<file path="src/rtl/mc_maindec.sv">
// Multicycle MIPS main controller: fetch/decode/execute/memory/writeback FSM.
// Optional `j` support is compiled in when MC_MAINDEC_JUMP_EN is defined.
module mc_maindec (
    input  logic       clk,
    input  logic       reset,
    input  logic [5:0] op,
    input  logic       memready,
    output logic       iord,
    output logic       memwrite,
    output logic       irwrite,
    output logic       pcwrite,
    output logic       branch,
    output logic [1:0] pcsrc,
    output logic       alusrca,
    output logic [1:0] alusrcb,
    output logic [1:0] aluop,
    output logic       regdst,
    output logic       memtoreg,
    output logic       regwrite,
    output logic       illegal
);

    localparam logic [5:0] OP_LW   = 6'b100011;
    localparam logic [5:0] OP_SW   = 6'b101011;
    localparam logic [5:0] OP_RT   = 6'b000000;
    localparam logic [5:0] OP_BEQ  = 6'b000100;
    localparam logic [5:0] OP_ADDI = 6'b001000;
`ifdef MC_MAINDEC_JUMP_EN
    localparam logic [5:0] OP_J    = 6'b000010;
`endif

    typedef enum logic [3:0] {
        FETCH,
        DECODE,
        MEMADR,
        MEMRD,
        MEMWB,
        MEMWR,
        RTYPEEX,
        RTYPEWB,
        BEQEX,
        ADDIEX,
        ADDIWB,
`ifdef MC_MAINDEC_JUMP_EN
        JEX,
`endif
        ERROR
    } state_t;

    state_t state;
    state_t next;

    // State register; reset restarts at instruction fetch.
    always_ff @(posedge clk) begin
        if (reset) state <= FETCH;
        else       state <= next;
    end

    // Next-state logic; memory states hold until memready.
    always_comb begin
        next = state;
        unique case (state)
            FETCH:   if (memready) next = DECODE;
            DECODE: begin
                unique case (op)
                    OP_LW, OP_SW: next = MEMADR;
                    OP_RT:        next = RTYPEEX;
                    OP_BEQ:       next = BEQEX;
                    OP_ADDI:      next = ADDIEX;
`ifdef MC_MAINDEC_JUMP_EN
                    OP_J:         next = JEX;
`endif
                    default:      next = ERROR;
                endcase
            end
            MEMADR:  next = (op == OP_SW) ? MEMWR : MEMRD;
            MEMRD:   if (memready) next = MEMWB;
            MEMWR:   if (memready) next = FETCH;
            RTYPEEX: next = RTYPEWB;
            ADDIEX:  next = ADDIWB;
            MEMWB, RTYPEWB, ADDIWB, BEQEX:
                     next = FETCH;
`ifdef MC_MAINDEC_JUMP_EN
            JEX:     next = FETCH;
`endif
            ERROR:   next = ERROR;
            default: next = FETCH;
        endcase
    end

    // Output decode; everything is forced low while reset is asserted.
    always_comb begin
        iord     = 1'b0;
        memwrite = 1'b0;
        irwrite  = 1'b0;
        pcwrite  = 1'b0;
        branch   = 1'b0;
        pcsrc    = 2'b00;
        alusrca  = 1'b0;
        alusrcb  = 2'b00;
        aluop    = 2'b00;
        regdst   = 1'b0;
        memtoreg = 1'b0;
        regwrite = 1'b0;
        illegal  = 1'b0;
        if (!reset) begin
            unique case (state)
                FETCH: begin
                    alusrcb = 2'b01;
                    irwrite = memready;
                    pcwrite = memready;
                end
                DECODE:  alusrcb = 2'b11;
                MEMADR: begin
                    alusrca = 1'b1;
                    alusrcb = 2'b10;
                end
                MEMRD:   iord = 1'b1;
                MEMWB: begin
                    memtoreg = 1'b1;
                    regwrite = 1'b1;
                end
                MEMWR: begin
                    iord     = 1'b1;
                    memwrite = 1'b1;
                end
                RTYPEEX: begin
                    alusrca = 1'b1;
                    aluop   = 2'b10;
                end
                RTYPEWB: begin
                    regdst   = 1'b1;
                    regwrite = 1'b1;
                end
                BEQEX: begin
                    alusrca = 1'b1;
                    aluop   = 2'b01;
                    pcsrc   = 2'b01;
                    branch  = 1'b1;
                end
                ADDIEX: begin
                    alusrca = 1'b1;
                    alusrcb = 2'b10;
                end
                ADDIWB:  regwrite = 1'b1;
`ifdef MC_MAINDEC_JUMP_EN
                JEX: begin
                    pcsrc   = 2'b10;
                    pcwrite = 1'b1;
                end
`endif
                ERROR:   illegal = 1'b1;
                default: ;
            endcase
        end
    end

endmodule

</file>
<file path="config.mk">
export PLATFORM = sky130hd
export DESIGN_NAME = mc_maindec
export DESIGN_NICKNAME = d
export VERILOG_FILES = /design/src/rtl/mc_maindec.sv
export SDC_FILE = /design/constraint.sdc
export NUM_CORES = 1
export LEC_CHECK = 0
export CAP_MARGIN = 20
export CORE_MARGIN = 2
export CORE_UTILIZATION = 43
export DETAILED_ROUTE_END_ITERATION = 7
export DONT_BUFFER_PORTS = 1
export HOLD_SLACK_MARGIN = 0.15
export MAX_ROUTING_LAYER = met4
export PLACE_DENSITY_LB_ADDON = 0.15
export SLEW_MARGIN = 5
export SYNTH_ARGS = -nofsm -noshare
export SYNTH_HDL_FRONTEND = slang
export SYNTH_SLANG_ARGS = --single-unit
</file>
<file path="constraint.sdc">
create_clock -name clk -period 4.2 [get_ports clk]
set_clock_uncertainty 0.1 [all_clocks]
set_input_delay 0.84 -clock clk [delete_from_list [all_inputs] [get_ports clk]]
set_output_delay 0.84 -clock clk [all_outputs]
set_load 0.005 [all_outputs]
</file>
Word-level counts from Yosys, hierarchy flattened
Index checks and enable logic that the tools add are counted.

Input port bits: 9. Register bits after elaboration: 4. Bits in latches: 0. Output and inout bits: 16. Bits in writable memories: 0. Memories: 0. ROM bits: 0. Logic and storage cells: 57.

Reduce and logical (&&, ||, !) cells: 8. Add/subtract/negate cells: 0. Divide/modulo/power cells: 0. Multiplexer cells: 30. Shift-type cells: 0. Equal/unequal tests: 18. Order comparisons: 0. Multiply operators: 0. Bitwise logic cells: 0.

Operators with widths (count): $pmux W4 S8 (1); $mux W1 (20); $eq A4 B3 Y1 const B (4); $eq A4 B4 Y1 const B (4); $pmux W4 S4 (1); $eq A6 B6 Y1 const B (2); $mux W4 (3); $eq A4 B2 Y1 const B (2); $eq A6 B3 Y1 const B (1); $eq A6 B4 Y1 const B (1); $logic_not A6 Y1 (1); $ne A2 B2 Y1 const B (3); $pmux W2 S3 (1); $reduce_or A2 Y1 (3); $eq A4 B1 Y1 const B (1); $logic_not A4 Y1 (1); $mux W2 (2); $pmux W2 S2 (1); $reduce_or A4 Y1 (1); $mux W3 (1); $reduce_and A3 Y1 (1); $reduce_or A3 Y1 (1).

Longest topological paths before layout
Gate-level depths: netlist of the first run.

Word-level depth: 4. Gate-level depth with buffers: 5. Mapped depth without buffers: 4.

Worst setup path after synthesis of the first run
No wires, ideal clock.

Path kind: input to output. From: input reset. To: output pcsrc[0]. Arrival: 1.392 ns. Buffers on the path: 1. Path slack: 1.868 ns. Cell stages on the path: 2. Cells stage by stage: nor4b_1 buf_4.

Word-level cells in the longest chain between the ends: 1.

Ends and longest elaborated chain: start, declared (RTL line 5) `input logic reset,`; $mux W1 (RTL line 106) `if (!reset) begin`; end, declared (RTL line 13) `output logic [1:0] pcsrc,`.

Every way passes these cells.

Worst setup path after layout of the first run
From: register state[1]. To: output alusrcb[1].

Word-level cells in the longest chain between the ends: 4.

Ends and longest elaborated chain: start, declared (RTL line 50) `state_t state;`; start signal, assigned (RTL line 56) `else state <= next;`; $eq A4 B4 Y1 / $eq A4 B2 Y1 (equally long branches) (RTL line 107) `unique case (state)`; $reduce_or A2 Y1 (no line); $pmux W2 S3 * (RTL line 107); $mux W2 * (RTL line 106); end, declared (RTL line 15) `output logic [1:0] alusrcb,`.

Mark *: on every way between the ends. The rest lies on a longest branch, timed or not.

==> results, run 1 <==
- Counting along the longest clock path gives a buffer depth of 2.
- The measured slew at the worst slew-check pin is 0.6052 ns.
- Adding up every negative setup slack in the final design gives 0 ns.
- The worst hold path begins at reset.
- The final critical path takes up roughly three fifths of the cycle.
- The clock root buffer is clkbuf_4.
- The number of nets handed over by synthesis was between 80 and 90.
- Entering global routing, the biggest net connects 20 pins.
- The startpoint identified for the worst register-to-register timing path is state[1].
- The internal power of the cells totals ~150 uW.
- Cells fill 43.00% of the core in the end.
- The worst setup path is captured at a primary output.
- The sequential standard cell area is between 80 and 90 um2.
- The initial cell density of the core is between 40% and 50%.
- The final layout net count is 84.
- The register with the most flip-flops in the layout has 4 of them.
- The async set-or-reset flop fraction in the synthesized netlist is 0%.
- The remaining antenna violation count is 0.
- Counting instances, the worst hold path has a depth of 1.
- The sort of element at the start of the critical path is a flip-flop.
- For this design, the sink count on the clock tree is 4.
- The die area is 0.001631 mm2.
- The post-route worst hold slack is roughly 0.58 ns.
- The run finished with clean final reports.
- After detailed placement, the design holds a cell count of 85.
- The CTS H-tree depth is 1.
- The sequential share of power is about 34%.
- The floorplan has 13 rows.
- The core footprint is 0.001269 mm2.
- Counting I/O delays and the setup requirement, the final critical path takes between 2 and 3 ns.
- The number of input and output port buffers inserted is 0.
- Counting cells, the worst reg-to-reg path comes to 4.
- IR analysis of the VDD net gives a maximum drop of between 0.3 and 0.4 mV.
- The combined area of the multi-input logic cells is 412.9 um2.
- Along the worst path, the maximum fanout reaches 19.
- Measured against its own limit, the worst slew margin works out to roughly 60%.
- Clock latency on the worst-skew pair, taken at its later pin, is between 0.2 and 0.25 ns.
- The x dimension of the die is between 40 and 50 um.
- At the worst endpoint, the required time is 3.26 ns.
- Of the total power, combinational logic draws around half.
- The average wire length per cell after detail routing is between 10 and 15 um.
- The final-report max-slew violation count is 0.
- The hold violation count in the final report is 0.
- The half-perimeter wire length after placement is ~910 um.
- The overall routed net length is between 1 and 1.5 mm.
- For this run, the total global-route usage over all layers was measured as between 10% and 20%.
- The min-delay analysis places its worst path in the category in -> reg.
- The I/O pin total is 25.
- The number of flops mapped to enable cells by yosys is 0.
- Setup repair after global routing left no endpoint under its margin.
- The reg-to-reg critical path endpoint is state[1].
- The initial antenna violation count is 0.
- The number of global-route vias before repair is between 300 and 400.
- The net switching power is between 100 and 150 uW.
- Yosys mapped the design onto 40 distinct sky130hd cell types.
- The number of synthesized register bits is 4.
- The largest register by flop count is state.
- Global routing finished with a remaining overflow of 0.
- The cell area after synthesis is ~570 um2.
- Cells with a size suffix above 1 make up 9.589% of the layout.
- The setup fix buffers added after clock tree synthesis is 0.
- The final setup slack of the worst path is 1.611 ns.
- After clock tree synthesis, the clock-pin slew on the worst setup and hold paths is 0.04 ns.
- For this block, the via count after detailed routing is 540.
- The pre-antenna-repair detailed-routing pass consisted of 4 iterations.
- The chip height is 40.39 um.
- The worst register-to-register path has a setup slack of 2.58 ns.
- The final cell count without fillers is slightly below 90.
- For this run, design rule violations remaining after detail routing come to 0.
- The startpoint-to-endpoint class of the critical path is reg -> out.
- The Yosys step of the flow raised 0 warnings.
- The switching fraction of total power is 49.19%.
- Across the run, the number of max-cap violations was 0.
- Data arrives at the worst endpoint at ~1.7 ns.
- After synthesis, the mean cell area works out to a little over 7 um2.
- The number of antenna diodes is 0.
- The power per unit of standard cell area is about 550 mW/mm2.
- Once placement finished, the instance area stood at about 520 um2.
- Prior to clock tree synthesis, the placed netlist has a worst setup slack of 1.860 ns.
- The global placer's final weighted congestion is around 0.76.
- Once the clock tree was built, the resizer swapped 0 gates to a different size.
- The summed area of non-filler cells in the final layout is 545.5 um2.
- For this design the static power due to leakage is approximately 0.19 nW.
- From synthesis to final layout, the design area changed by -4.176%.
- The layout filler cell count is ~150.
- In the routed layout, each cell is associated on average with a via count of roughly 6.
- The final setup violation count is 0.
- The number of instances in the synthesized netlist is 80.
- The overall power of the completed layout is between 200 and 300 uW.
- The sequential-to-total area share from yosys stat is between 10% and 20%.
- For hold timing, the worst endpoint is state[0].
- In the final layout, the registers with the most flip-flops are state: 4 flops.
- For this run, the top clock speed supported by timing is 386.3 MHz.
- For this run, the leading register cell type out of synthesis is dfxtp_1.
- The number of buffers inserted by hold repair at cts is 0.
- The TritonCTS clock tree is done.
- The global-route wire length before repair is approximately 1.7 mm.
- The starting DRC count in detailed routing is 5.
- The number of buffers created by CTS is 3.
- The clock share of power is about 16%.
==> metal layers <==
layer	part of all wire [%]	GRT usage [%]
met3	3.9	0
met4	0	7.500
met2	48	21.43
met5	0	-
met1	48	23.86
==> kinds of logic (layout without fill, tap and decap cells) <==
group	count (synthesis)	after routing	share of synthesized area (%)
AND/OR/NAND/NOR	37	37	40.66
AO/OA/AOI/OAI	22	22	26.60
buffers and inverters	13	6	13.41
flip-flops	4	4	14.07
XOR/XNOR	3	3	4.616
other	1	1	0.6587
==> final cells by class <==
cell class              count  share of cell area [%]
well taps                  15                   3.440
flip-flops and latches      4                   14.68
clock buffers               3                   4.128
inverters                   3                   2.064
multi-input cells          63                   75.69
==> power by group through the flow <==
stage	logic (mW)	clock network [mW]	registers, mW
finish	0.150	0.0468	0.103
global route	0.171	0.0520	0.109
CTS	0.150	0.0501	0.102
detailed placement	0.149	0	0.103
global placement	0.150	0	0.103
floorplan	0.192	0	0.0563
==> worst max-delay path, cell delays in order, from the launching register on <==
cell	delay, ns
dfxtp_1	0.70
inv_1	0.22
nor3_2	0.22
a21oi_1	0.06
nor3_1	0.21
==> cells in the mapped netlist (2+ instances only) <==
cell type  count  area, um2
nor2_1         8      30.03
a21oi_1        7      35.03
buf_2          4      20.02
buf_4          4      30.03
dfxtp_1        4      80.08
nand2_1        4      15.01
nor4_1         4      25.02
and3_1         3      18.77
nand2b_1       3      18.77
nor4b_1        3      26.28
and2b_1        2      15.01
inv_1          2      7.510
nand3_1        2      10.01
o21ai_0        2      10.01
o22ai_1        2      12.51
xor2_1         2      17.52
==> cells in the final DEF, fill, tap and decap left out, types with 2 or more instances in the layout <==
cell / count
nor2_1: 8
a21oi_1: 7
nor4_1: 4
nand2_1: 4
dfxtp_1: 4
nor4b_1: 3
and3_1: 3
nand2b_1: 3
clkbuf_4: 3
inv_1: 2
and2b_1: 2
xor2_1: 2
nand3_1: 2
o21ai_0: 2
o22ai_1: 2
==> worst max-delay path by stage <==
| stage | slack, ns | to | startpoint | cells past startpoint |
|---|---|---|---|---|
| after detailed placement | 1.86 | alusrcb[1] | state[1] | 4 |
| final | 1.61 | alusrcb[1] | state[1] | 4 |
| after CTS | 1.61 | alusrcb[1] | state[1] | 4 |
| after global routing | 1.43 | alusrcb[1] | state[1] | 4 |
| after global placement | 1.88 | alusrcb[1] | state[1] | 4 |
| after floorplan | 1.87 | pcsrc[0] | reset | 2 |
Note: power is estimated with default switching activity, not from simulation.
==> run 2, diff against run 1 <==
==> constraint.sdc (replaced) <==
create_clock -name clk -period 2.6 [get_ports clk]
set_clock_uncertainty 0.1 [all_clocks]
set_input_delay 0.52 -clock clk [delete_from_list [all_inputs] [get_ports clk]]
set_output_delay 0.52 -clock clk [all_outputs]
set_load 0.005 [all_outputs]
==> run 2 against run 1 <==
  * Critical path depth decreased by 2
  * Non-clock buffer count increased by 2
  * Register-to-register slack got worse by 1.5 ns
  * Global-route usage increased by 3.3 points
  * Combinational power increased by 99%
  * Critical path type unchanged
  * Count of clock-buffer cells in the layout unchanged
  * Critical endpoint is now illegal
  * Routed wire length increased by 6.0%
  * Die area unchanged
  * Via count increased by 5.7%
  * Hold slack got worse by 0.32 ns
  * Cell count increased by 2.3%
==> results, run 2 (synthesis gave the netlist of run 1 again) <==
- The x dimension of the die is between 40 and 50 um.
- The routed layout has between 500 and 600 vias.
- The TritonCTS sink count is 4.
- STA classifies the critical path endpoint as a primary output.
- The final setup slack of the worst path is a little over 0.5 ns.
- Summing all placed instances gives a cell area of between 500 and 600 um2.
- By startpoint and endpoint, the worst setup path is classified as reg -> out.
- The critical path contains buffers and inverters numbering 0 combined.
- Hold repair after CTS inserted 0 buffers.
- In the final layout, the multi-input gates occupy ~410 um2.
- Once layout is done, the placed cells without fillers occupy roughly 560 um2.
- The initial utilization of the core area, before any placement, comes to 44.87%.
- The number of buffers created by CTS is 3.
- The remaining antenna violation count is 0.
- The average wire length per cell after detail routing is 14.78 um.
- The classification of the worst-slack hold path is in -> reg.
- The measured slew at the worst slew-check pin is between 0.5 and 0.6 ns.
- In this run the post-CTS setup repair buffer count came out at 0.
- The maximum VDD drop is just under 0.4 mV.
- The routed design could run at a clock period as short as ~2.1 ns.
- Of the available clock period, the critical path in the final layout requires ~80%.
- The first global-routing pass estimated 2.049 mm of wire.
- The origin of the critical flop-to-flop path is state[2].
- The largest fanout on the critical path is 14.
- The half-perimeter wire length after placement is 963.5 um.
- The initial antenna violation count is 0.
- The clock root buffer is clkbuf_4.
- The required time at the endpoint of the critical path is a little under 2 ns.
- The flow ran to the end, and the final reports show no timing, DRC or antenna violations.
- The global-route congestion overflow total is 0.
- The routed design uses 53 um of met3 wire.
- The clock reaches the later pin of the worst-skew pair after 0.23 ns.
- The TritonCTS clock tree is done.
- The critical path goes through and2b_1, nor4b_1.
- The highest cell delay on the worst timing path is roughly 0.58 ns.
- Once the clock tree was built, the resizer swapped 0 gates to a different size.
- Counting flops per register, the top entry is state.
- The family of cells with the greatest summed delay on the critical path is simple AND/OR/NAND/NOR gates.
- After filler insertion, the fill cell instance count of the layout stands at between 100 and 150.
- The critical path endpoint is illegal.
- On the final layout, the worst hold slack is 0.2558 ns.
- The deepest clock path buffer count is 2.
- The largest registers in the layout are state: 4 flops.
- The final total negative setup slack is 0 ns.
- Dividing the detail-routed via count by the number of cells gives around 6.3.
- The hold violation count in the final report is 0.
- The largest individual stage delay along the critical path comes from the cell dfxtp_1.
- The number of antenna diodes is 0.
- Derived from the worst setup path, the maximum achievable clock frequency is ~480 MHz.
- The CTS clock-pin slew for the worst setup and hold paths is ~0.040 ns.
- The number of detailed-routing iterations run before antenna repair is 2.
- Global routing used a little under a fifth of the available tracks.
- The final-report max-slew violation count was 0.
- Of the cells placed in the final design, the portion with a size suffix greater than 1 is between 10% and 20%.
- The cell row count is 13.
- The setup slack after placement is 0.7788 ns.
- The worst setup path is launched from a flip-flop.
- The path length in cells of the critical path is 2.
- The register with the most flip-flops in the layout has 4 of them.
- The detailed router finished its first iteration with 8 violations.
- The start point of the critical path is state[0].
- The die area is 0.001631 mm2.
- Routability-driven placement finished with a final weighted congestion of around 0.76.
- For this run, design rule violations remaining after detail routing come to 0.
- The number of global-route vias before repair is roughly 470.
- Summed over all nets, wire length on met2 after detailed routing comes to between 600 and 700 um.
- Measured against its own limit, the worst slew margin works out to between 60 and 70%.
- The power per unit of standard cell area is around 900 mW/mm2.
- The routed design has around 1.3 mm of wire.
- The signal arrival time at the worst endpoint is roughly 1.5 ns.
- The CTS H-tree depth is 1.
- The I/O pin total is 25.
- The chip height is roughly 40 um.
- The area growth from synthesis to layout is -1.538%.
- The final setup violation count is 0.
- The worst register-to-register path has a setup slack of 1.09 ns.
- In the layout the commonest cells are 8 x nor2_1, 7 x a21oi_1, 4 x nor4_1, 4 x nand2_1, 4 x dfxtp_1.
- Setup repair after global routing left no endpoint under its margin.
- In the final layout, flip-flops and latches occupy 80.08 um2.
- For the worst flop-to-flop path, the logic depth is 4.
- The core footprint is roughly 0.0013 mm2.
- The most common library cell in the layout ignoring fill and taps is nor2_1.
- The number of input and output port buffers inserted is 0.
- The reg-to-reg critical path endpoint is state[1].
- The final layout net count is 86.
- The pin count of the biggest net entering global routing is 17.
- The leakage power is a little under 0.2 nW.
- After detailed routing, the wire length on met1 is approximately 640 um.
- The tool flagged a number of max-cap violations equal to 0.
- The uppermost signal routing layer after detailed routing is met3.
run 2: cell types whose count changed in the layout (fill, tap and decap cells not counted):
cell / before / now
buf_4: 0 / 2
run 2: worst min path at each step:
| stage | startpoint | endpoint | slack, ns | depth (start not counted) |
|---|---|---|---|---|
| floorplan | state[1] | state[3] | 0.55 | 4 |
| global placement | reset | state[0] | 0.50 | 1 |
| CTS | reset | state[0] | 0.25 | 1 |
| finish | reset | state[0] | 0.26 | 1 |
| global route | reset | state[0] | 0.24 | 1 |
| detailed placement | reset | state[0] | 0.50 | 1 |
run 2: report_power, final:
group	total, mW	internal, mW	leakage (nW)	switching (mW)
sequential	0.131	0.0816	0.0328	0.0497
clock	0.0768	0.0516	0.0138	0.0252
combinational	0.298	0.128	0.152	0.170
total	0.506	0.261	0.198	0.245
run 2: through the flow:
step                      cells  util, %  total power [mW]
after detailed placement     87    42.41            0.4265
after CTS                    90    44.18            0.5080
after floorplan              80        -            0.4013
after global placement       87    42.41            0.4315
final                        90    44.18            0.5059
after global routing         90    44.18            0.5616
run 2: layout make-up:
cell class | instances | area share (%)
Multi-Input combinational cell | 63 | 73.66
Clock buffer | 3 | 4.018
Inverter | 3 | 2.009
Timing Repair Buffer | 2 | 2.679
Sequential cell | 4 | 14.29
Tap cell | 15 | 3.348
run 2: per-layer routing:
metal  GRT usage, %  up-vias
met1          25.82      276
met3          3.333        0
met2          27.78        8
met5              -        -
li1               -      287
met4          7.500        0
